**src/rtl/vedic_divider_if.sv**
```systemverilog
// Operand/result handshake bundle for the sequential Vedic divider.
interface vedic_divider_if #(
  parameter int unsigned DW = 8,
  parameter int unsigned VW = 4
);
  logic          in_valid;
  logic          in_ready;
  logic [DW-1:0] dividend;
  logic [VW-1:0] divisor;
  logic          out_valid;
  logic          out_ready;
  logic [DW-1:0] quotient;
  logic [VW-1:0] remainder;
  logic          div_by_zero;

  modport master (
    output in_valid, dividend, divisor, out_ready,
    input  in_ready, out_valid, quotient, remainder, div_by_zero
  );

  modport slave (
    input  in_valid, dividend, divisor, out_ready,
    output in_ready, out_valid, quotient, remainder, div_by_zero
  );
endinterface

```
**src/rtl/vedic_divider_seq.sv**
```systemverilog
// Radix-2 restoring divider, one quotient bit per clock; inverse companion of the
// 4x4 Vedic multiplier. Valid/ready on both operand and result sides.
module vedic_divider_seq #(
  parameter int unsigned DW = 8,
  parameter int unsigned VW = 4
) (
  input  logic            clk,
  input  logic            rst,
  vedic_divider_if.slave  bus
);

  localparam int unsigned CW = $clog2(DW + 1);

  localparam logic [1:0] S_IDLE = 2'd0;
  localparam logic [1:0] S_RUN  = 2'd1;
  localparam logic [1:0] S_DONE = 2'd2;

  logic [1:0]    state_q,     state_nxt;
  logic          in_ready_q,  in_ready_nxt;
  logic          out_valid_q, out_valid_nxt;
  logic [DW-1:0] quot_q,      quot_nxt;
  logic [VW-1:0] rem_q,       rem_nxt;
  logic          dbz_q,       dbz_nxt;
  logic [DW-1:0] dvd_q,       dvd_nxt;
  logic [VW-1:0] dvs_q,       dvs_nxt;
  logic [VW-1:0] part_q,      part_nxt;
  logic [DW-1:0] qsh_q,       qsh_nxt;
  logic [CW-1:0] cnt_q,       cnt_nxt;

  logic [VW:0]   trial;
  logic          take;

  // State and datapath registers
  always_ff @(posedge clk or posedge rst) begin
    if (rst) begin
      state_q     <= S_IDLE;
      in_ready_q  <= 1'b1;
      out_valid_q <= 1'b0;
      quot_q      <= '0;
      rem_q       <= '0;
      dbz_q       <= 1'b0;
      dvd_q       <= '0;
      dvs_q       <= '0;
      part_q      <= '0;
      qsh_q       <= '0;
      cnt_q       <= '0;
    end else begin
      state_q     <= state_nxt;
      in_ready_q  <= in_ready_nxt;
      out_valid_q <= out_valid_nxt;
      quot_q      <= quot_nxt;
      rem_q       <= rem_nxt;
      dbz_q       <= dbz_nxt;
      dvd_q       <= dvd_nxt;
      dvs_q       <= dvs_nxt;
      part_q      <= part_nxt;
      qsh_q       <= qsh_nxt;
      cnt_q       <= cnt_nxt;
    end
  end

  // Next-state and restoring-step logic; the partial remainder never exceeds VW bits
  // after a step, so only the trial carries the extra compare bit.
  always_comb begin
    state_nxt     = state_q;
    in_ready_nxt  = in_ready_q;
    out_valid_nxt = out_valid_q;
    quot_nxt      = quot_q;
    rem_nxt       = rem_q;
    dbz_nxt       = dbz_q;
    dvd_nxt       = dvd_q;
    dvs_nxt       = dvs_q;
    part_nxt      = part_q;
    qsh_nxt       = qsh_q;
    cnt_nxt       = cnt_q;
    trial         = {part_q, dvd_q[DW-1]};
    take          = (trial >= {1'b0, dvs_q});

    case (state_q)
      S_IDLE: begin
        if (bus.in_valid) begin
          dvd_nxt  = bus.dividend;
          dvs_nxt  = bus.divisor;
          part_nxt = '0;
          qsh_nxt  = '0;
          cnt_nxt  = '0;
          in_ready_nxt = 1'b0;
          if (bus.divisor == '0) begin
            state_nxt     = S_DONE;
            out_valid_nxt = 1'b1;
            quot_nxt      = '1;
            rem_nxt       = bus.dividend[VW-1:0];
            dbz_nxt       = 1'b1;
          end else begin
            state_nxt = S_RUN;
          end
        end
      end

      S_RUN: begin
        dvd_nxt = {dvd_q[DW-2:0], 1'b0};
        if (take) begin
          part_nxt = VW'(trial - {1'b0, dvs_q});
          qsh_nxt  = {qsh_q[DW-2:0], 1'b1};
        end else begin
          part_nxt = VW'(trial);
          qsh_nxt  = {qsh_q[DW-2:0], 1'b0};
        end
        cnt_nxt = cnt_q + CW'(1);
        if (cnt_q == CW'(DW - 1)) begin
          state_nxt     = S_DONE;
          out_valid_nxt = 1'b1;
          quot_nxt      = qsh_nxt;
          rem_nxt       = part_nxt;
          dbz_nxt       = 1'b0;
        end
      end

      S_DONE: begin
        if (bus.out_ready) begin
          state_nxt     = S_IDLE;
          out_valid_nxt = 1'b0;
          in_ready_nxt  = 1'b1;
        end
      end

      default: begin
        state_nxt     = S_IDLE;
        in_ready_nxt  = 1'b1;
        out_valid_nxt = 1'b0;
      end
    endcase
  end

  assign bus.in_ready    = in_ready_q;
  assign bus.out_valid   = out_valid_q;
  assign bus.quotient    = quot_q;
  assign bus.remainder   = rem_q;
  assign bus.div_by_zero = dbz_q;

endmodule

```
**src/flat_wrapper.sv**
```systemverilog
// flat-port wrapper written by rule: the top's interface ports become plain ports
module vedic_divider_seq_flat 
#(
  parameter int unsigned DW = 8,
  parameter int unsigned VW = 4
)
  (clk, rst, bus_in_valid, bus_dividend, bus_divisor, bus_out_ready, bus_in_ready, bus_out_valid, bus_quotient, bus_remainder, bus_div_by_zero);
  vedic_divider_if #(.DW(DW), .VW(VW)) bus_i ();
  input  logic clk;
  input  logic rst;
  input wire logic [$bits(bus_i.in_valid)-1:0] bus_in_valid;
  input wire logic [$bits(bus_i.dividend)-1:0] bus_dividend;
  input wire logic [$bits(bus_i.divisor)-1:0] bus_divisor;
  input wire logic [$bits(bus_i.out_ready)-1:0] bus_out_ready;
  output wire logic [$bits(bus_i.in_ready)-1:0] bus_in_ready;
  output wire logic [$bits(bus_i.out_valid)-1:0] bus_out_valid;
  output wire logic [$bits(bus_i.quotient)-1:0] bus_quotient;
  output wire logic [$bits(bus_i.remainder)-1:0] bus_remainder;
  output wire logic [$bits(bus_i.div_by_zero)-1:0] bus_div_by_zero;
  assign bus_i.in_valid = bus_in_valid;
  assign bus_i.dividend = bus_dividend;
  assign bus_i.divisor = bus_divisor;
  assign bus_i.out_ready = bus_out_ready;
  assign bus_in_ready = bus_i.in_ready;
  assign bus_out_valid = bus_i.out_valid;
  assign bus_quotient = bus_i.quotient;
  assign bus_remainder = bus_i.remainder;
  assign bus_div_by_zero = bus_i.div_by_zero;
  vedic_divider_seq #(.DW(DW), .VW(VW)) u_core (.clk(clk), .rst(rst), .bus(bus_i));
endmodule
```
**config.mk**
```make
export PLATFORM = sky130hd
export DESIGN_NAME = vedic_divider_seq_flat
export DESIGN_NICKNAME = d
export VERILOG_FILES = /design/src/rtl/vedic_divider_if.sv /design/src/rtl/vedic_divider_seq.sv /design/src/flat_wrapper.sv
export SDC_FILE = /design/constraint.sdc
export NUM_CORES = 1
export LEC_CHECK = 0
export ABC_AREA = 1
export BUFFER_PORTS_ARGS = -buffer_cell sky130_fd_sc_hd__buf_2
export CAP_MARGIN = 20
export CORE_MARGIN = 8
export CORE_UTILIZATION = 30
export CTS_CLUSTER_DIAMETER = 30
export DETAILED_ROUTE_END_ITERATION = 10
export GPL_TIMING_DRIVEN = 0
export MAX_ROUTING_LAYER = met4
export PLACE_DENSITY = 0.47
export RECOVER_POWER = 100
export SKIP_CTS_REPAIR_TIMING = 1
export SLEW_MARGIN = 0
export SYNTH_ARGS = -nofsm -noshare
export SYNTH_HDL_FRONTEND = slang
export SYNTH_SLANG_ARGS = --single-unit
```
**constraint.sdc**
```tcl
create_clock -name clk -period 1.6 [get_ports clk]
set_input_delay 0.08 -clock clk [delete_from_list [all_inputs] [get_ports clk]]
set_output_delay 0.08 -clock clk [all_outputs]
set_load 0.02 [all_outputs]
```
==> out/results.ini <==
[job]
drv_cap = 0

[route]
ant_nets = 0
via_count = 1704
via_per_inst = 4.38
post-route-drc-count = 0
firstDrtPassIters = 4
wl_mm = 4.96
drt_iter0_markers = 76
wl_per_cell_um = 12.8

[sta]
fin_crit_sh = 0.972
final-hold-violation-count = 1
setup_tns_ns = 0
finalCriticalPeriod_ns = 1.56
finalSetupViolations = 0
slew_headroom = 0.549
finalMaxSlewViolations = 0
max_freq_mhz = 643
worst_pin_slew_ns = 0.675
clock_skew_ns = 0.0130
whs_ns = -0.00313

[logic_synthesis]
synth_cells = 246
synth_area_leaders = dfrtp_1 (50%), nand2_1 (8.3%), inv_1 (6.7%)
yosys_warnings = 0
synth_top_area_cell = dfrtp_1
post_synth.cell_area_avg_um2 = 8.67
synth_seq_cells = 44
synth_area_um2 = 2130
synth.top_cell.area_share = 0.505
ys_types = 32
syn-num-nets = 268
yosysSeqAreaShare = 0.517

[status]
outcome = finished, violations left
violations = hold timing

[critical_path]
cp.arrival_ns = 1.76
start_kind = flip-flop
worstPathRequired_ns = 1.80
worstSetupPathType = reg -> reg
cp_max_fo = 3
rrSetupSlack_ns = 0.04
worstSetupEndpointType = flip-flop

[global_route]
grt_pass1_wl_mm = 8.36
track_usage = 0.107
grt-ovfl-total = 0
grt_max_degree = 30
grt_pass1_vias = 1690
antenna_found_initial = 0

[finish]
fillers = 742
num_antenna_cells = 0
multi_input_area_um2 = 948
final_common_cell = nand2_1
synthToLayoutAreaGrowth_pct = 26.2
regArea_um2 = 1100
drive_gt1_frac = 0.273
final_cell_mix = nand2_1 (43), dfrtp_1 (42), inv_1 (34)
finalNetCount = 314
fin_cells = 389

[placed_design]
routabilityCongestion = 0.823
dp.cells = 373
port_buffers = 30
dp_hpwl_mm = 3.50

[clock_network]
h-tree-depth = 2
clock-root-buffer = clkbuf_8
cts.path.max_buffers = 2
path_clk_slew_ns = 0.09
cts_tree = built
cts-buffers-inserted = 5
clk_latency_ns = 0.31
clock_sinks = 44

[power]
powerDensity_nw_per_um2 = 2450
leakage_nw = 1.33
vdd_ir_drop_max_v = 0.000963

[floorplanning]
num_rows = 30
die_w_um = 100
start_util = 0.312
io_pins = 31
core_area_um2 = 6830
dieArea_um2 = 10100
die_h_um = 100

[min_path]
hold_path_class = in -> reg

[path summary, 6_finish.rpt]
check / start / to / cells past startpoint
min: bus_divisor[0] / u_core.dvs_q[0] / 3
max in group asynchronous: rst / u_core.dvd_q[1] / 4
max reg2reg: u_core.dvd_q[7] / u_core.bus.remainder[2] / 8
min reg2reg: u_core.bus.quotient[3] / u_core.bus.quotient[3] / 2
max: u_core.dvd_q[7] / u_core.bus.remainder[2] / 8
min in group asynchronous: rst / u_core.part_q[2] / 3
[stage by stage]
stage / power (W) / util / setup WS (ns) / hold WS, ns / instance area [um2]
final: 0.00659 / 0.394 / 0.0446 / -0.00313 / 2690
after global placement: 0.00520 / 0.352 / -0.263 / 0.306 / 2400
after detailed placement: 0.00523 / 0.355 / -0.267 / 0.0888 / 2420
after CTS: 0.00615 / 0.372 / -0.289 / -0.240 / 2540
after floorplan: 0.00439 / - / 0.0214 / 0.190 / 2130
after global routing: 0.00722 / 0.394 / -0.0116 / 0.000166 / 2690
[cells by family (layout without fill, tap and decap cells)]
| group | count (synthesis) | in the layout | share of synthesized area |
|---|---|---|---|
| adders and majority gates | 6 | 6 | 0.0387 |
| AOI/OAI and AO/OA | 39 | 39 | 0.122 |
| xor gates and xnor gates | 2 | 2 | 0.00822 |
| DFF | 44 | 44 | 0.517 |
| buffers and inverters | 49 | 96 | 0.0962 |
| and+or+nand+nor | 106 | 106 | 0.218 |
[routing by layer]
| layer | track usage | routed length, um | vias up |
|---|---|---|---|
| met5 | - | 0 | - |
| met2 | 0.148 | 2090 | 38 |
| li1 | - | - | 878 |
| met1 | 0.148 | 2590 | 781 |
| met4 | 0.0384 | 55 | 0 |
| met3 | 0.0270 | 224 | 7 |
[Yosys cell counts (all sizes together)]
library cell and count:
ha 5, xor2 1, xnor2 1, o21a 1
inv 41, a32o 1, buf 7, dfrtp 43
a21oi 2, nand4 4, a22o 1, or2 1
o211ai 1, dfstp 1, nand3 16, nand3b 1
o31ai 4, o22ai 6, nor2 34, nand2 49
and3 1, fa 1, o21ai 23, clkbuf 1
[sequential cells by signal (all words and copies together) (netlist names)]
name and count:
u_core.dvd_q 8, u_core.state_q 2, u_core.bus.div_by_zero 1, u_core.bus.quotient 8, u_core.qsh_q 7, u_core.part_q 4, u_core.bus.in_ready 1, u_core.cnt_q 4
u_core.dvs_q 4, u_core.bus.remainder 4, u_core.bus.out_valid 1
[layout make-up]
class | instances | area share
Buffer | 8 | 0.0177
Sequential cell | 44 | 0.410
Multi-Input combinational cell | 153 | 0.352
Clock buffer | 5 | 0.0256
Timing Repair Buffer | 39 | 0.0748
Inverter | 41 | 0.0572
Clock inverter | 3 | 0.0177
Tap cell | 96 | 0.0446
[report_power, final]
group	switching (W)	leakage, nW	internal (W)
combinational	0.00228	0.732	0.00141
clock	0.000423	0.0583	0.000471
sequential	0.000330	0.541	0.00168
[critical path, cell delays in order, from the launching register on]
cell     delay, ns
dfrtp_1       0.42
inv_2         0.06
ha_4          0.16
fa_1          0.41
xnor2_2       0.16
nand3_2       0.09
nand3_2       0.07
nand2_1       0.06
inv_1         0.03
Power figures use the tool's default switching activity.
